===== config.mk =====
export PLATFORM = sky130hd
export DESIGN_NAME = if_fetch_stage_flat
export DESIGN_NICKNAME = d
export VERILOG_FILES = /design/src/rtl/if_fetch_stage_if.sv /design/src/rtl/if_fetch_stage.sv /design/src/flat_wrapper.sv
export SDC_FILE = /design/constraint.sdc
export NUM_CORES = 1
export LEC_CHECK = 0
export ABC_AREA = 1
export CAP_MARGIN = 0
export CORE_MARGIN = 4
export CORE_UTILIZATION = 25
export CTS_BUF_LIST = sky130_fd_sc_hd__clkbuf_8
export DETAILED_ROUTE_END_ITERATION = 8
export PLACE_DENSITY = 0.59
export SLEW_MARGIN = 40
export SYNTH_ARGS = -nofsm -noshare
export SYNTH_HDL_FRONTEND = slang
export SYNTH_SLANG_ARGS = --single-unit

===== constraint.sdc =====
create_clock -name clk -period 1.7 [get_ports clk]
set_clock_uncertainty 0.05 [all_clocks]
set_input_delay 0.17 -clock clk [delete_from_list [all_inputs] [get_ports clk]]
set_output_delay 0.17 -clock clk [all_outputs]
set_load 0.02 [all_outputs]

===== src/rtl/if_fetch_stage_if.sv =====
// Bundles the fetch-stage control, instruction-ROM and IF/ID signals.
// The pipeline drives the master side and the fetch stage takes the slave side.
interface if_fetch_stage_if #(
    parameter int ADDR_W = 6,
    parameter int DATA_W = 32
);
    logic              stall;
    logic              redirect;
    logic [ADDR_W-1:0] redirect_pc;
    logic [ADDR_W-1:0] rom_addr;
    logic [DATA_W-1:0] rom_inst;
    logic [DATA_W-1:0] if_id_inst;
    logic [ADDR_W-1:0] if_id_pc;
    logic [ADDR_W-1:0] if_id_npc;
    logic              if_id_valid;
    logic [15:0]       fetch_cnt;

    modport master (
        output stall, redirect, redirect_pc, rom_inst,
        input  rom_addr, if_id_inst, if_id_pc, if_id_npc, if_id_valid, fetch_cnt
    );

    modport slave (
        input  stall, redirect, redirect_pc, rom_inst,
        output rom_addr, if_id_inst, if_id_pc, if_id_npc, if_id_valid, fetch_cnt
    );
endinterface


===== src/rtl/if_fetch_stage.sv =====
// Instruction fetch: PC register feeding a combinational ROM, plus the IF/ID register.
// Latency: 0 cycles to the ROM address, 1 cycle to IF/ID. Priority: redirect > stall > advance.
// Backpressure: stall freezes PC, IF/ID and the fetch counter.
// Optional macro IF_JUMP_PREDECODE_EN: unconditional jumps redirect the PC at fetch time.
module if_fetch_stage #(
    parameter int                ADDR_W   = 6,
    parameter int                DATA_W   = 32,
    parameter logic [ADDR_W-1:0] RESET_PC = 6'h01
`ifdef IF_JUMP_PREDECODE_EN
    , parameter logic [5:0]      JUMP_OP  = 6'h12
`endif
) (
    input  logic            clk,
    input  logic            rst_n,
    if_fetch_stage_if.slave bus
);

    localparam logic [ADDR_W-1:0] PC_ONE  = {{(ADDR_W-1){1'b0}}, 1'b1};
    localparam logic [15:0]       CNT_MAX = 16'hFFFF;

    typedef enum logic [1:0] {
        ACT_ADVANCE,
        ACT_HOLD,
        ACT_FLUSH
    } act_e;

    act_e              act;
    logic [ADDR_W-1:0] pc_q,   pc_d;
    logic [DATA_W-1:0] inst_q, inst_d;
    logic [ADDR_W-1:0] ipc_q,  ipc_d;
    logic [ADDR_W-1:0] npc_q,  npc_d;
    logic              vld_q,  vld_d;
    logic [15:0]       cnt_q,  cnt_d;
    logic [ADDR_W-1:0] pc_inc;
    logic [ADDR_W-1:0] pc_seq;

    // Wraps naturally at 2^ADDR_W; the IF/ID npc uses the same wrapped value.
    assign pc_inc = pc_q + PC_ONE;

`ifdef IF_JUMP_PREDECODE_EN
    logic jump_hit;
    assign jump_hit = (bus.rom_inst[DATA_W-1 -: 6] == JUMP_OP);
    assign pc_seq   = jump_hit ? bus.rom_inst[ADDR_W-1:0] : pc_inc;
`else
    assign pc_seq   = pc_inc;
`endif

    always_comb begin
        act = ACT_ADVANCE;
        if (bus.redirect) begin
            act = ACT_FLUSH;
        end else if (bus.stall) begin
            act = ACT_HOLD;
        end
    end

    always_comb begin
        pc_d   = pc_q;
        inst_d = inst_q;
        ipc_d  = ipc_q;
        npc_d  = npc_q;
        vld_d  = vld_q;
        cnt_d  = cnt_q;
        unique case (act)
            ACT_FLUSH: begin
                // The word fetched this cycle is on the wrong path: drop it as a bubble.
                pc_d   = bus.redirect_pc;
                inst_d = '0;
                ipc_d  = '0;
                npc_d  = '0;
                vld_d  = 1'b0;
            end
            ACT_HOLD: begin
            end
            default: begin
                pc_d   = pc_seq;
                inst_d = bus.rom_inst;
                ipc_d  = pc_q;
                npc_d  = pc_inc;
                vld_d  = 1'b1;
                cnt_d  = (cnt_q == CNT_MAX) ? cnt_q : cnt_q + 16'd1;
            end
        endcase
    end

    always_ff @(posedge clk or negedge rst_n) begin
        if (!rst_n) begin
            pc_q   <= RESET_PC;
            inst_q <= '0;
            ipc_q  <= '0;
            npc_q  <= '0;
            vld_q  <= 1'b0;
            cnt_q  <= '0;
        end else begin
            pc_q   <= pc_d;
            inst_q <= inst_d;
            ipc_q  <= ipc_d;
            npc_q  <= npc_d;
            vld_q  <= vld_d;
            cnt_q  <= cnt_d;
        end
    end

    assign bus.rom_addr    = pc_q;
    assign bus.if_id_inst  = inst_q;
    assign bus.if_id_pc    = ipc_q;
    assign bus.if_id_npc   = npc_q;
    assign bus.if_id_valid = vld_q;
    assign bus.fetch_cnt   = cnt_q;

endmodule


===== src/flat_wrapper.sv =====
// flat-port wrapper written by rule: the top's interface ports become plain ports
module if_fetch_stage_flat 
#(
    parameter int                ADDR_W   = 6,
    parameter int                DATA_W   = 32,
    parameter logic [ADDR_W-1:0] RESET_PC = 6'h01

)
  (clk, rst_n, bus_stall, bus_redirect, bus_redirect_pc, bus_rom_inst, bus_rom_addr, bus_if_id_inst, bus_if_id_pc, bus_if_id_npc, bus_if_id_valid, bus_fetch_cnt);
  if_fetch_stage_if #(.ADDR_W(ADDR_W), .DATA_W(DATA_W)) bus_i ();
  input  logic clk;
  input  logic rst_n;
  input wire logic [$bits(bus_i.stall)-1:0] bus_stall;
  input wire logic [$bits(bus_i.redirect)-1:0] bus_redirect;
  input wire logic [$bits(bus_i.redirect_pc)-1:0] bus_redirect_pc;
  input wire logic [$bits(bus_i.rom_inst)-1:0] bus_rom_inst;
  output wire logic [$bits(bus_i.rom_addr)-1:0] bus_rom_addr;
  output wire logic [$bits(bus_i.if_id_inst)-1:0] bus_if_id_inst;
  output wire logic [$bits(bus_i.if_id_pc)-1:0] bus_if_id_pc;
  output wire logic [$bits(bus_i.if_id_npc)-1:0] bus_if_id_npc;
  output wire logic [$bits(bus_i.if_id_valid)-1:0] bus_if_id_valid;
  output wire logic [$bits(bus_i.fetch_cnt)-1:0] bus_fetch_cnt;
  assign bus_i.stall = bus_stall;
  assign bus_i.redirect = bus_redirect;
  assign bus_i.redirect_pc = bus_redirect_pc;
  assign bus_i.rom_inst = bus_rom_inst;
  assign bus_rom_addr = bus_i.rom_addr;
  assign bus_if_id_inst = bus_i.if_id_inst;
  assign bus_if_id_pc = bus_i.if_id_pc;
  assign bus_if_id_npc = bus_i.if_id_npc;
  assign bus_if_id_valid = bus_i.if_id_valid;
  assign bus_fetch_cnt = bus_i.fetch_cnt;
  if_fetch_stage #(.ADDR_W(ADDR_W), .DATA_W(DATA_W), .RESET_PC(RESET_PC)) u_core (.clk(clk), .rst_n(rst_n), .bus(bus_i));
endmodule

# ---- After elaboration in Yosys (flattened, before gate mapping)
# Cells that the tools add are included.
dict set report totals {
  output_inout_bits 67
  inputBits 42
  wordCells 22
  reg_bits 67
}
dict set report classes {
  n_mux 7
  bitwise 2
  n_reduce_logical 2
  n_addsub 2
  n_eq_ne 3
}
# operator n
set ops {}
lappend ops {{32-bit one-hot mux with 2 select lines} 1}
lappend ops {{6-bit one-hot mux with 2 select lines} 3}
lappend ops {{16-bit by 1-bit adder with 16-bit output, second input constant} 1}
lappend ops {{16-bit equality test, second input constant} 1}
lappend ops {{6-bit by 1-bit adder with 6-bit output, second input constant} 1}
lappend ops {{2-bit by 1-bit equality test with 1-bit output, second input constant} 1}
lappend ops {{2-bit equality test, second input constant} 1}
lappend ops {{2-bit two-way mux} 1}
lappend ops {{1-bit NOT} 2}
lappend ops {{1-bit one-hot mux with 2 select lines} 1}
lappend ops {{2-bit AND reduction} 1}
lappend ops {{2-bit OR reduction} 1}
lappend ops {{1-bit two-way mux} 1}

# ---- Logic depth before layout (Yosys ltp)
# Gate-level depths: netlist (run 1).
dict set report logic_depth {
  ltp_word 6
  mapped_depth 9
  ltp_nobuf 9
}

# ---- Least setup slack after synthesis (run 1)
# Ideal clock, no wire load.
dict set report synth_path {
  path_kind {register -> register}
  start {register u_core.cnt_q[0], in the netlist u_core.bus.fetch_cnt[0]}
  end {register u_core.cnt_q[7], in the netlist u_core.bus.fetch_cnt[7]}
  required_ns 1.585
  setup_slack_ns 0.150
  setup_time_ns 0.065
  synth_period_minus_slack_ns 1.550
  arrival_ns 1.435
  stages_incl_launch_ff 10
  n_path_buf 1
  cell_sequence {dfrtp_1 > ha_1 > nand3_2 > inv_2 > nand2_2 > nor2_1 > nor2_1 > buf_2 > nand2_1 > nand2_1}
}
dict set report synth_between {
  elab_chain_cells 3
  word_cells_on_any_way 4
  cone_classes {add/sub: 1; eq/ne: 1; bitwise: 1; reduce/logical: 1}
}
# element line
set synth_lines {}
lappend synth_lines {{start: declaration} if_fetch_stage.sv:33} ;# logic [15:0] cnt_q, cnt_d;
lappend synth_lines {{start signal: assignment} if_fetch_stage.sv:100} ;# cnt_q <= cnt_d;
lappend synth_lines {{branches (longest 3 deep; another with 16-bit by 1-bit adder with 16-bit output)} -}
# Several ways; the timed one is not identified.
# A chain may end at the register's enable or synchronous reset.

# ---- Worst setup path in the final report (run 1)
dict set report layout_path {
  start {register u_core.pc_q[2], in the netlist u_core.bus.rom_addr[2]}
  end {output bus_rom_addr[2]}
}
# element line
set layout_rtl {}
lappend layout_rtl {{start: declaration} if_fetch_stage.sv:28} ;# logic [ADDR_W-1:0] pc_q, pc_d;
lappend layout_rtl {{start signal: assignment} if_fetch_stage.sv:95} ;# pc_q <= pc_d;
lappend layout_rtl {{end: declaration} flat_wrapper.sv:17} ;# output wire logic [$bits(bus_i.rom_addr)-1:0] bus_rom_addr;
# No word-level cell between the ends.

==> results.cfg, run 1 <==
[drt]
route.detailed.drc = 0
wl_microns = 7990
vias = 2511
drt_iter0_drc = 126
wl_per_cell_microns = 14.2
firstDrtPassIters = 4
avgViaCountPerCell = 4.46
drtAntennaViolNets = 0

[floorplan]
io_pins = 109
start_util_pct = 25.5
die_area_sq_um = 13400
row_count = 39
fp.dieH_microns = 116
coreArea_sq_um = 11400
die_w_microns = 116

[global_route]
use_met3_pct = 4.13
antenna_found_initial = 0
busiest_layer = met2
grt_pass1_wl_microns = 12800
grt_max_degree = 68
met1_usage_pct = 16.4
grt_use_met2_pct = 18.8
overflow = 0
grt_usage_pct = 12.0
grt_pass1_vias = 2524

[finish]
fin_util_pct = 38.7
finalInstanceArea_sq_um = 4420
fillCellCount = 1164
antenna_cells = 0
drive_gt1_share_pct = 9.29
fin_nets = 459
area_growth_pct = 52.1
finalNonFillerCells = 563

[cts]
clock-sinks = 67
cts_root_buf = clkbuf_8
clock_latency_ps = 330
htreeDepth = 3
cts_max_path_buffers = 2
clk_pin_slew_worst_paths_ps = 80
cts_tree = yes
cts_buffers = 9

[worst_setup_path]
path_max_fanout = 5
reg2reg_to = u_core.bus.fetch_cnt[3]$_DFFE_PN0P_
end_kind = output port
reg2reg_depth = 9
r2r-start = u_core.bus.fetch_cnt[1]$_DFFE_PN0P_
crit_buf_inv = 1
critPathSlowestCell = clkdlybuf4s50_1
cp_cell_sequence = clkdlybuf4s50_1
critPathTopFamily = buffers and inverters
ff2ff_setup_slack_ps = 150
arrival_ps = 1410
critical_path_class = flop to output port
cp.required_ps = 1480
critPathMaxStageDelay_ps = 640
cp-start-kind = flop

[place]
dp.cells = 545
place_area_sq_um = 4190
placement.io_buffers = 108
dp_hpwl_microns = 5660
place_congestion = 0.824

[synthesis]
netlist.area_leader.share_pct = 56.8
async_flop_share_pct = 100
syn_area_sq_um = 2910
synth_common_cells = nand2_1, dfrtp_1, a22o_1
yosys_warnings = 0
yosysSeqAreaShare_pct = 57.7
ys_top_cells_by_area = dfrtp_1, nand2_1, a22o_1
synth.ff_latch_count = 67
synth_fp_nets = 343
syn_inst = 299
synthFlopType = dfrtp_1
syn_avg_cell_area_sq_um = 9.73
yosysMostFrequentCell = nand2_1
synth.distinct_cells = 27
yosysTopAreaCell = dfrtp_1
synth_enable_flop_cells = 0

[timing]
tightest_slew_ps = 363
hold_viol_final = 0
setup_viol = 0
min_period_ps = 1630
slew_violations = 0
finalCritPeriodShare_pct = 96.0
fmax_mhz = 613
slew_headroom_pct = 75.8
setup-tns-final_ps = 0

[worst_hold_path]
min_path_type = input pin to asynchronous set/reset pin

[power]
power.density_nw_per_um2 = 909
power_leakage_nw = 2.13
finalPower_mw = 4.02
max-vdd-ir-drop_mv = 0.412

[run_status]
status = completed

[flow_run]
cap_violations = 0
## logic make-up (layout without fill, tap and decap cells)
logic type / Yosys count / in the layout / share of synthesized area, %
and+or+nand+nor: 129 / 129 / 18.2
DFF: 67 / 67 / 57.7
AOI/OAI and AO/OA: 57 / 57 / 14.8
buffers and inverters: 35 / 156 / 5.72
xor gates and xnor gates: 9 / 9 / 2.71
adders and majority gates: 2 / 2 / 0.860
## registers in the layout, summed over array words and instances, names as in the netlist
register                cells
u_core.bus.if_id_pc         6
u_core.bus.if_id_npc        6
u_core.bus.if_id_inst      32
u_core.bus.fetch_cnt       16
u_core.bus.rom_addr         6
u_core.bus.if_id_valid      1
## layout by cell type (no fill, tap or decap), drive strengths merged
cell / count
clkdlybuf4s50: 96
nand2: 93
dfrtp: 66
a22o: 32
inv: 25
nor2: 22
o21ai: 19
clkbuf: 9
dlymetal6s2s: 9
nand3: 9
buf: 9
xnor2: 6
o211ai: 4
xor2: 3
clkinv: 3
nand4: 2
dlygate4sd2: 2
ha: 2
a21oi: 1
o221ai: 1
nand3b: 1
nor3: 1
or2: 1
clkinvlp: 1
bufinv: 1
dlygate4sd3: 1
dfstp: 1
## cell type report
| type | count | area (sq um) | area share, % |
|---|---|---|---|
| clock buffer | 9 | 124 | 2.80 |
| multi-input combinational | 197 | 1070 | 24.2 |
| inverter | 23 | 86.3 | 1.95 |
| clock inverter | 7 | 68.8 | 1.56 |
| tap | 143 | 179 | 4.04 |
| sequential | 67 | 1680 | 37.9 |
| timing repair buffer | 117 | 1220 | 27.5 |
## how the worst max path moves through the flow
stage | cells after the start | slack, ps | end | start
finish | 1 | 70 | bus_rom_addr[2] | u_core.bus.rom_addr[2]$_DFFE_PN0P_
global route | 1 | -10 | bus_fetch_cnt[7] | u_core.bus.fetch_cnt[7]$_DFFE_PN0P_
CTS | 1 | 0.2 | bus_fetch_cnt[10] | u_core.bus.fetch_cnt[10]$_DFFE_PN0P_
detailed placement | 7 | 150 | u_core.bus.rom_addr[2]$_DFFE_PN0P_ | bus_stall
global placement | 7 | 190 | u_core.bus.rom_addr[4]$_DFFE_PN0P_ | bus_stall
floorplan | 9 | 150 | u_core.bus.fetch_cnt[7]$_DFFE_PN0P_ | u_core.bus.fetch_cnt[0]$_DFFE_PN0P_
## power by group
part	leakage (nW)	total, mW	internal, mW	switching [mW]
sequential	0.888	1.85	1.72	0.129
clock	0.101	1.31	0.675	0.639
combinational	1.14	0.859	0.433	0.425
total	2.13	4.02	2.83	1.19
## through the flow
stage,hold WS [ps],setup slack (ps)
after detailed placement,173,149
after global placement,172,186
after floorplan,-176,150
after CTS,345,0.164
after global routing,359,-10.4
final,338,68.1
## what timing repair did
item | CTS | global route
endpoints found under the hold margin | 66 | 0
setup buffers | 0 | 1
resized for setup | 2 | 10
endpoints found under the setup margin | 2 | 13
hold buffers | 1 | 0
## metal layers
metal	vias up	share of wire [%]
met2	76	48
met3	6	6.9
met4	0	0.60
met1	1208	45
li1	1221	-
met5	-	0
Power figures use the tool's default switching activity.
==> inputs of run 2 (changes only) <==
--- a/config.mk
+++ b/config.mk
@@ -9,9 +9,9 @@
 export CAP_MARGIN = 0
 export CORE_MARGIN = 4
 export CORE_UTILIZATION = 25
-export CTS_BUF_LIST = sky130_fd_sc_hd__clkbuf_8
+export CTS_CLUSTER_DIAMETER = 40
 export DETAILED_ROUTE_END_ITERATION = 8
-export PLACE_DENSITY = 0.59
+export PLACE_DENSITY_LB_ADDON = 0.12
 export SLEW_MARGIN = 40
 export SYNTH_ARGS = -nofsm -noshare
 export SYNTH_HDL_FRONTEND = slang
==> run 2 against run 1 <==
Effect of this change: combinational power is 1% lower; clock power is 44% higher; global-route usage is 0.96 points higher; largest power group is now the clock network.
==> results.cfg, run 2 (synthesized netlist as in run 1, its figures left out) <==
[floorplan]
start_util_pct = 25.5
coreArea_sq_um = 11400
die_w_microns = 116
row_count = 39
die_area_sq_um = 13400
fp.dieH_microns = 116
io_pins = 109

[worst_setup_path]
cp-start-kind = flop
cp_cell_sequence = clkdlybuf4s50_1
ff2ff_setup_slack_ps = 170
cp.required_ps = 1480
reg2reg_depth = 9
path_max_fanout = 6
arrival_ps = 1420
reg2reg_to = u_core.bus.fetch_cnt[3]$_DFFE_PN0P_
cp-endpoint = bus_fetch_cnt[13]
critPathLaunch = u_core.bus.fetch_cnt[13]$_DFFE_PN0P_
end_kind = output port
path_depth = 1
critPathTopFamily = buffers and inverters
critical_path_class = flop to output port
critPathSlowestCell = clkdlybuf4s50_1
crit_buf_inv = 1
critPathMaxStageDelay_ps = 640
r2r-start = u_core.bus.fetch_cnt[0]$_DFFE_PN0P_

[finish]
layout_commonest_cell = clkdlybuf4s50_1
antenna_cells = 0
largest_reg_flops = 32
drive_gt1_share_pct = 9.74
fillCellCount = 1149
area_growth_pct = 56.0
fin_nets = 460
layout_common_cells = clkdlybuf4s50_1, nand2_1, dfrtp_1

[place]
placement.io_buffers = 108
dp_hpwl_microns = 5710
dp_slack_ps = 122
place_congestion = 0.779

[timing]
rsz0062_at_grt = false
setup-tns-final_ps = 0
hold_viol_final = 0
tightest_slew_ps = 382
finalCritPeriodShare_pct = 96.4
slew_violations = 0
setup_slack_ps = 61.7
min_period_ps = 1640
slew_headroom_pct = 74.6
setup_viol = 0
fmax_mhz = 610

[power]
max-vdd-ir-drop_mv = 0.695
power.density_nw_per_um2 = 1010
finalPower_mw = 4.59
power_leakage_nw = 2.10

[global_route]
grt_usage_pct = 13.0
grt_pass1_vias = 2645
grt_max_degree = 68
grt_pass1_wl_microns = 13500
overflow = 0
antenna_found_initial = 0

[drt]
wl_microns = 8160
avgViaCountPerCell = 4.41
wl_per_cell_microns = 14.5
route.detailed.drc = 0
vias = 2489
drtAntennaViolNets = 0
drt_iter0_drc = 104
firstDrtPassIters = 4

[flow_run]
cap_violations = 0

[cts]
cts_tree = yes
cts_buffers = 9
clock_latency_ps = 330
cts_root_buf = clkbuf_16
clock-sinks = 67
cts_max_path_buffers = 2
postCtsSetupRepairBufs = 0
clk_pin_slew_worst_paths_ps = 60
htreeDepth = 3

[worst_hold_path]
min_path_type = input pin to asynchronous set/reset pin

[run_status]
status = completed
-- run 2: final cells by class --
| type | instances | area, sq um | share of cell area, % |
|---|---|---|---|
| Timing Repair Buffer | 118 | 1220 | 26.9 |
| Sequential cell | 67 | 1680 | 37.0 |
| Clock inverter | 7 | 76.3 | 1.68 |
| Multi-Input combinational cell | 197 | 1070 | 23.6 |
| Tap cell | 143 | 179 | 3.94 |
| Clock buffer | 9 | 225 | 4.96 |
| Inverter | 23 | 86.3 | 1.90 |
-- run 2: stage by stage --
stage                     hold WS [ps]  instance area [sq um]  utilization [%]  std cells
after floorplan                   -176                   2910                -        299
after global placement             183                   4220             36.9        547
after detailed placement           183                   4220             36.9        547
after CTS                          364                   4530             39.6        564
after global routing               379                   4540             39.7        564
final                              344                   4540             39.7        564
-- run 2: repair_timing --
item                                   in CTS  in global routing
setup endpoints to repair                   4                  7
gates resized for setup                     4                  5
endpoints found under the hold margin      66                  0
hold buffers                                1                  0
gates cloned                                0                  0
-- run 2: worst min-delay path by stage --
stage / endpoint / depth (start not counted) / from / slack (ps)
after floorplan: u_core.bus.fetch_cnt[0]$_DFFE_PN0P_ / 0 / rst_n / -180
after global placement: u_core.bus.if_id_npc[3]$_DFFE_PN0P_ / 2 / rst_n / 180
after detailed placement: u_core.bus.if_id_npc[3]$_DFFE_PN0P_ / 2 / rst_n / 180
after CTS: u_core.bus.rom_addr[4]$_DFFE_PN0P_ / 3 / bus_redirect_pc[4] / 360
after global routing: u_core.bus.rom_addr[4]$_DFFE_PN0P_ / 3 / bus_redirect_pc[4] / 380
final: u_core.bus.if_id_npc[3]$_DFFE_PN0P_ / 3 / rst_n / 340
-- run 2: metal layers --
layer / vias to the layer above / global-route usage (%) / routed length (microns)
met2: 72 / 19.3 / 3610
met1: 1188 / 17.7 / 3870
met5: - / 0 / 0
li1: 1220 / - / -
met4: 0 / 4.95 / 136
met3: 9 / 4.13 / 546
-- run 2: power breakdown --
| group | leakage [nW] | switching, mW | internal, mW |
|---|---|---|---|
| combinational | 1.07 | 0.422 | 0.428 |
| clock | 0.142 | 0.739 | 1.14 |
| sequential | 0.887 | 0.125 | 1.73 |
| total | 2.10 | 1.29 | 3.30 |
==> inputs of run 3 (changes only) <==
--- a/config.mk
+++ b/config.mk
@@ -9,6 +9,7 @@
 export CAP_MARGIN = 0
 export CORE_MARGIN = 4
 export CORE_UTILIZATION = 25
+export CTS_BUF_LIST = sky130_fd_sc_hd__clkbuf_8 sky130_fd_sc_hd__clkbuf_16
 export CTS_CLUSTER_DIAMETER = 40
 export DETAILED_ROUTE_END_ITERATION = 8
 export PLACE_DENSITY_LB_ADDON = 0.12
==> constraint.sdc (replaced) <==
create_clock -name clk -period 1.7 [get_ports clk]
set_clock_uncertainty 0.05 [all_clocks]
set_input_delay 0.17 -clock clk [delete_from_list [all_inputs] [get_ports clk]]
set_output_delay 0.17 -clock clk [all_outputs]
set_load 0.05 [all_outputs]
==> run 3 against run 2 <==
Effect of this change: global-route usage shrank 0.51 points; sequential share of layout area up 1.3 points; clock-buffer cell count unchanged; critical path depth is 7 higher; critical path type is now flop to flop; largest cell class unchanged.
==> results.cfg, run 3 (synthesized netlist as in run 1, its figures left out) <==
[run_status]
status = completed

[place]
dp_hpwl_microns = 5920
dp.cells = 552
placement.io_buffers = 108
place_congestion = 0.750

[finish]
layout_common_cells = nand2_1, buf_4, dfrtp_1
fin_nets = 465
finalNonFillerCells = 569
largest_reg_flops = 32
antenna_cells = 0
drive_gt1_share_pct = 26.5
layout_commonest_cell = nand2_1
area_growth_pct = 50.6
fillCellCount = 1158

[timing]
slew_headroom_pct = 68.0
finalCritPeriodShare_pct = 89.0
setup_viol = 0
slew_violations = 0
fmax_mhz = 661
setup-tns-final_ps = 0
min_period_ps = 1510
tightest_slew_ps = 482
hold_slack_ps = 299
hold_viol_final = 0
rsz0062_at_grt = false

[floorplan]
row_count = 39
io_pins = 109
coreArea_sq_um = 11400
die_area_sq_um = 13400
die_w_microns = 116
fp.dieH_microns = 116
start_util_pct = 25.5

[worst_setup_path]
path_max_fanout = 12
end_kind = flop
cp.required_ps = 1860
arrival_ps = 1680
cp-start-kind = flop
critical_path_class = flop to flop

[cts]
htreeDepth = 3
clock_latency_ps = 330
postCtsSetupRepairBufs = 0
clk_pin_slew_worst_paths_ps = 60
cts_root_buf = clkbuf_16
cts_buffers = 9
cts_max_path_buffers = 2
cts_tree = yes
clock-sinks = 67

[power]
swShare_pct = 33.6
max-vdd-ir-drop_mv = 0.617
p_clk_share_pct = 36.7
power_leakage_nw = 2.14
seqPwrFrac_pct = 39.6
power_switching_mw = 1.58
power.density_nw_per_um2 = 1070
internal-power_mw = 3.12
combPwrFrac_pct = 23.7

[global_route]
grt_pass1_wl_microns = 13100
grt_usage_pct = 12.5
grt_max_degree = 48
overflow = 0
antenna_found_initial = 0
grt_pass1_vias = 2487

[flow_run]
cap_violations = 0

[drt]
drt_iter0_drc = 118
route.detailed.drc = 0
vias = 2461
wl_microns = 8080
wl_per_cell_microns = 14.2
drtAntennaViolNets = 0
firstDrtPassIters = 4
avgViaCountPerCell = 4.33

[worst_hold_path]
min_path_type = input pin to asynchronous set/reset pin
==> run 3: cell types whose count changed in the layout (fill, tap and decap cells not counted), sizes merged <==
| cell | before | now |
|---|---|---|
| clkinv | 2 | 5 |
| dlygate4sd2 | 4 | 1 |
| bufinv | 1 | 0 |
| clkinvlp | 2 | 1 |
| clkdlybuf4s50 | 99 | 40 |
| inv | 25 | 24 |
| buf | 10 | 81 |
| dlymetal6s2s | 4 | 0 |
==> run 3: worst paths after layout <==
check / slack (ps) / cells past startpoint / startpoint / to
min in group clk: 350 / 3 / bus_redirect_pc[0] / u_core.bus.rom_addr[0]$_DFFE_PN1P_
min: 300 / 3 / rst_n / u_core.bus.if_id_pc[3]$_DFFE_PN0P_
max in group asynchronous: 960 / 3 / rst_n / u_core.bus.rom_addr[0]$_DFFE_PN1P_
max: 190 / 8 / u_core.bus.fetch_cnt[0]$_DFFE_PN0P_ / u_core.bus.fetch_cnt[3]$_DFFE_PN0P_
max reg2reg: 190 / 8 / u_core.bus.fetch_cnt[0]$_DFFE_PN0P_ / u_core.bus.fetch_cnt[3]$_DFFE_PN0P_
min reg2reg: 430 / 2 / u_core.bus.if_id_pc[0]$_DFFE_PN0P_ / u_core.bus.if_id_pc[0]$_DFFE_PN0P_
==> run 3: worst max-delay path: stages, from the launching register on <==
cell     delay [ps]
dfrtp_2         430
ha_1            240
nand3_2         100
inv_2            40
nand2_2         110
nor2_1           60
nor2_1           80
buf_4           190
o21ai_0          90
==> run 3: through the flow <==
| stage | area [sq um] | power (mW) | util (%) | setup slack (ps) |
|---|---|---|---|---|
| global route | 4380 | 4.94 | 38.4 | 26.0 |
| floorplan | 2910 | 2.56 | - | 63.1 |
| CTS | 4380 | 4.79 | 38.4 | 170 |
| detailed placement | 4090 | 3.02 | 35.9 | 171 |
| finish | 4380 | 4.69 | 38.4 | 187 |
| global placement | 4090 | 3.02 | 35.9 | 192 |
==> run 3: timing repair <==
item	4_1_cts	5_1_grt
gates resized for setup	1	0
endpoints found under the hold margin	66	0
setup endpoints to repair	1	0
hold buffers	1	0
==> run 3: power groups by stage <==
stage          logic (mW)  clock network (mW)  registers (mW)
2_1_floorplan       0.240                   0            2.32
3_3_place_gp         1.13                   0            1.88
3_5_place_dp         1.13                   0            1.89
4_1_cts              1.13                1.80            1.86
5_1_grt              1.20                1.86            1.89
6_report             1.11                1.72            1.86
==> run 3: layout make-up <==
type                            instances  area [sq um]  area share [%]
Sequential cell                        67          1680            38.4
Timing Repair Buffer                  123          1090            24.8
Multi-Input combinational cell        197          1070            24.4
Clock buffer                            9           225            5.14
Tap cell                              143           179            4.08
Inverter                               23          86.3            1.97
Clock inverter                          7          52.6            1.20
==> run 3: per-layer routing <==
layer / global-route usage, % / vias to the layer above / wire [microns] / part of all wire (%)
li1: - / 1229 / - / -
met1: 17.2 / 1150 / 3830 / 47
met2: 18.8 / 70 / 3610 / 45
met3: 3.50 / 12 / 499 / 6.2
met4: 4.64 / 0 / 131 / 1.6
met5: 0 / - / 0 / 0
==> patch 1, RTL diff (settings of run 2) <==
Add a define of `IF_JUMP_PREDECODE_EN`.
--- a/src/rtl/if_fetch_stage.sv
+++ b/src/rtl/if_fetch_stage.sv
@@ -2,6 +2,8 @@
 // Latency: 0 cycles to the ROM address, 1 cycle to IF/ID. Priority: redirect > stall > advance.
 // Backpressure: stall freezes PC, IF/ID and the fetch counter.
 // Optional macro IF_JUMP_PREDECODE_EN: unconditional jumps redirect the PC at fetch time.
+`define IF_JUMP_PREDECODE_EN
+
 module if_fetch_stage #(
     parameter int                ADDR_W   = 6,
     parameter int                DATA_W   = 32,
Check against the original RTL: not equivalent (a bounded check fails within 4 cycles, from zero or initial values and one cycle with rst_n low).
==> patch 1 against run 2 <==
  * Wire length rose by 13%
  * Synthesized area increased by 4.9%
  * Sequential share of layout area is 1.9 points lower
  * Sequential power barely moved
  * Global-route usage is 0.38 points higher
  * Sequential cell count is the same
  * Worst setup slack worse by 0.0064 ns
  * Total power grew 3.0%
  * Design area is 5.4% higher
  * Critical path type unchanged
  * Combinational power is 10% higher
==> patch 1: results (changes against run 2) <==
Top cells by count, synth - nand2_1 (108), dfrtp_1 (66), o21ai_0 (31) (was nand2_1 (90), dfrtp_1 (66), a22o_1 (32))
CP startpoint - u_core.bus.fetch_cnt[9] (was u_core.bus.fetch_cnt[13])
Adder-Cell Fraction of Synth Area - 0.820% (was 0.860%)
Largest net degree at the start of global routing - 39 (was 68)
DR vias/cell - 4.41 (about the same)
Worst vdd ir - 0.000445 V (was 0.000695 V)
Synth area leaders - dfrtp_1 (54%), nand2_1 (13%), a22o_1 (7.5%) (was dfrtp_1 (57%), nand2_1 (12%), a22o_1 (9.6%))
Fin nets - 511 (was 460)
Wire length per cell - 14.9 microns (was 14.5 microns)
Switching power - 1.35 mW (was 1.29 mW)
Worst-margin pin slew - 0.311 ns (was 0.382 ns)
Diode count - 0 (unchanged)
Vias in the first global route - 2,932 (was 2,645)
Static leakage - 2.25 nW (was 2.10 nW)
Synth Area in Compound Gates - 13.8% (was 14.8%)
Post-synthesis xor/xnor area fraction - 3.16% (was 2.71%)
Status - completed (unchanged)
First-pass GRT wire length - 15,200 microns (was 13,500 microns)
Mapped Nets - 382 (was 343)
Layout cells sized above 1 - 10.6% (was 9.74%)
GPL Wtd Cong - 0.766 (was 0.779)
Placed wire-length estimate - 6730 microns (was 5710 microns)
GRT Overall Usage - 13.4% (was 13.0%)
Placed cell area - 0.00445 sq mm (was 0.00422 sq mm)
Starting DRT DRC Count - 86 (was 104)
Post-synth ARST share - 100% (unchanged)
Distinct cells, synth - 27 (unchanged)
Seq/Total Area, Yosys - 55.0% (was 57.7%)
[patch 1: changes by cell type after synthesis, sizes merged, moves of 2 or more]
cell,change
a22o,-6
inv,+8
nand2,+18
nand3,+4
nand4,+2
o211ai,-3
o21ai,+13
o21bai,+2
xnor2,+3
[patch 1: repair_timing]
item | CTS | global route
gates resized for setup | 2 | 5
hold endpoints to repair | 66 | 0
setup endpoints to repair | 2 | 5
hold buffers | 1 | 0
[patch 1: power groups by stage]
stage	clock network, mW	registers (mW)	logic [mW]
floorplan	0	2.02	0.266
global placement	0	1.88	0.954
detailed placement	0	1.88	0.957
CTS	1.99	1.85	0.956
global route	2.06	1.87	1.02
finish	1.94	1.85	0.936
[patch 1: final timing paths]
check / to / slack [ns] / cells after the start
max in group asynchronous: u_core.bus.rom_addr[0] / 0.92 / 3
setup / recovery: bus_fetch_cnt[9] / 0.06 / 1
hold / removal: u_core.bus.if_id_valid / 0.17 / 2
hold reg to reg: u_core.bus.if_id_valid / 0.42 / 2
min in group clk: u_core.bus.if_id_inst[3] / 0.40 / 3
setup reg to reg: u_core.bus.fetch_cnt[15] / 0.18 / 8
[patch 1: layout make-up]
cell class	count	area [sq um]
Tap cell	147	184
Timing Repair Buffer	130	1300
Multi-Input combinational cell	227	1180
Clock inverter	6	71.3
Sequential cell	67	1680
Clock buffer	10	239
Fill cell	1212	7180
Inverter	32	120
[patch 1: per-layer routing]
| metal | part of all wire (%) | GRT usage (%) | up-vias |
|---|---|---|---|
| met1 | 47 | 17.6 | 1306 |
| met2 | 47 | 21.7 | 63 |
| li1 | - | - | 1352 |
| met4 | 0.81 | 3.98 | 0 |
| met5 | 0 | 0 | - |
| met3 | 5.0 | 3.44 | 8 |
[patch 1: kinds of logic after synthesis]
logic type	after synthesis
simple gates	153
fa+ha+maj	2
buf+inv	44
xor+xnor	11
compound gates	61
flops	67
[patch 1: metrics by stage]
stage	instances	util (%)	worst slack [ns]	power, mW
after floorplan	338	-	0.0238	2.29
after global placement	602	37.2	0.128	2.84
after detailed placement	602	37.2	0.108	2.84
after CTS	619	39.9	0.000362	4.80
after global routing	619	40.0	0.00586	4.96
final	619	40.0	0.0553	4.72
==> patch 2, RTL diff (flow settings as in run 2) <==
Without the edit above. Reset style: synchronous (`rst_n`), changed in one clocked block.
--- a/src/rtl/if_fetch_stage.sv
+++ b/src/rtl/if_fetch_stage.sv
@@ -83,7 +83,7 @@
         endcase
     end
 
-    always_ff @(posedge clk or negedge rst_n) begin
+    always_ff @(posedge clk) begin
         if (!rst_n) begin
             pc_q   <= RESET_PC;
             inst_q <= '0;
Function: differs if rst_n is asserted again (counterexample within 4 cycles, from zero or initial values and one cycle with rst_n low); with rst_n held inactive, the same outputs for 10 cycles.
==> patch 2 against run 2 <==
  * Sequential cell count unchanged
  * Worst setup slack improved by 0.0069 ns
  * Clock power decreased by 30%
  * Via count increased by 14%
  * Total power decreased by 25%
  * Wire length increased by 0.98%
  * Register-to-register slack improved by 0.02 ns
  * First-iteration DRC count decreased by 28%
  * Design area decreased by 1.8%
  * Count of clock-buffer cells in the layout increased by 1
  * Synthesized area decreased by 4.1%
==> patch 2: results (changes against run 2) <==
Status - completed (unchanged)
Largest net degree at the start of global routing - 42 (was 68)
Diode count - 0 (unchanged)
Routed WL - 8240 microns (was 8160 microns)
Synth Area in Compound Gates - 13.4% (was 14.8%)
Mapped Nets - 426 (was 343)
CTS Root Cell - clkbuf_8 (was clkbuf_16)
Min-Delay Path Depth - 3
Seq/Total Area, Yosys - 48.1% (was 57.7%)
Synth area leaders - dfxtp_1 (48%), nand2_1 (20%), a21oi_1 (10%) (was dfrtp_1 (57%), nand2_1 (12%), a22o_1 (9.6%))
Adder-Cell Fraction of Synth Area - 0.897% (was 0.860%)
R2R Path Start - u_core.bus.fetch_cnt[1] (was u_core.bus.fetch_cnt[0])
DR pass1 iterations - 6 (was 4)
WHS - 0.332 ns (was 0.344 ns)
Layout cells sized above 1 - 12.0% (was 9.74%)
Delay-heaviest family, CP - buffers and inverters (unchanged)
Post-synth ARST share - 0% (was 100%)
Crit path max fanout - 5 (was 6)
GRT Overall Usage - 13.1% (was 13.0%)
Placed cell area - 0.00426 sq mm (was 0.00422 sq mm)
Hold path startpoint - bus_rom_inst[30]
RR Endpoint - u_core.bus.fetch_cnt[9] (was u_core.bus.fetch_cnt[3])
Min-Delay Endpoint - u_core.bus.if_id_inst[30]
HP Class - in -> reg (was in -> async)
Fin nets - 556 (was 460)
Distinct cells, synth - 29 (was 27)
R2r setup slk - 0.19 ns (was 0.17 ns)
Top_reg_cell synth - dfxtp_1 (was dfrtp_1)
Placed wire-length estimate - 6060 microns (was 5710 microns)
First-pass GRT wire length - 13,600 microns (was 13,500 microns)
Post-synthesis xor/xnor area fraction - 1.88% (was 2.71%)
Starting DRT DRC Count - 75 (was 104)
Slew HR - 77.5% (was 74.6%)
Top cells by count, synth - nand2_1 (149), dfxtp_1 (67), a21oi_1 (56) (was nand2_1 (90), dfrtp_1 (66), a22o_1 (32))
Vias - 2,830 (was 2,489)
Max stage delay on crit path - 0.60 ns (was 0.64 ns)
Worst vdd ir - 0.000319 V (was 0.000695 V)
GPL Wtd Cong - 0.762 (was 0.779)
Clock transition at path regs - 0.08 ns (was 0.06 ns)
Static leakage - 1.67 nW (was 2.10 nW)
-- patch 2: cell type report --
type                       count  area (sq um)
inverter                      19          71.3
timing repair buffer         137          1390
multi-input combinational    278          1280
clock buffer                  10           128
sequential                    67          1340
clock inverter                 6          66.3
tap                          140           175
fill                        1159          6430
-- patch 2: routing by layer --
layer | track usage [%] | wire length [microns] | up-vias
li1 | - | - | 1485
met1 | 16.1 | 3660 | 1262
met2 | 20.2 | 3710 | 76
met3 | 5.94 | 790 | 7
met4 | 4.81 | 78 | 0
met5 | 0 | 0 | -
-- patch 2: where the power goes --
part | internal [mW] | switching (mW)
combinational | 0.244 | 0.222
sequential | 1.61 | 0.0323
clock | 0.677 | 0.630
total | 2.54 | 0.884
-- patch 2: through the flow --
step | setup TNS [ns] | utilization (%) | setup slack [ns] | instances
finish | 0 | 40.9 | 0.0686 | 657
global route | 0 | 40.9 | 0.00187 | 657
CTS | 0 | 40.8 | 0.0141 | 657
detailed placement | -0.117 | 39.1 | -0.0277 | 641
floorplan | 0 | - | 0.0485 | 382
global placement | 0 | 39.1 | 0.0206 | 641
-- patch 2: what timing repair did --
action	4_1_cts	5_1_grt
setup endpoints to repair	2	13
gates resized for setup	2	5
endpoints found under the hold margin	0	0
cloned	0	0
-- patch 2: worst max path at each step --
stage	start	to	slack, ns
after floorplan	u_core.bus.fetch_cnt[0]	u_core.bus.fetch_cnt[10]	0.05
after global placement	bus_redirect	u_core.bus.fetch_cnt[7]	0.02
after detailed placement	bus_redirect	u_core.bus.fetch_cnt[9]	-0.03
after CTS	u_core.bus.fetch_cnt[0]	bus_fetch_cnt[0]	0.01
after global routing	u_core.bus.fetch_cnt[12]	bus_fetch_cnt[12]	0.002
final	u_core.bus.fetch_cnt[2]	bus_fetch_cnt[2]	0.07
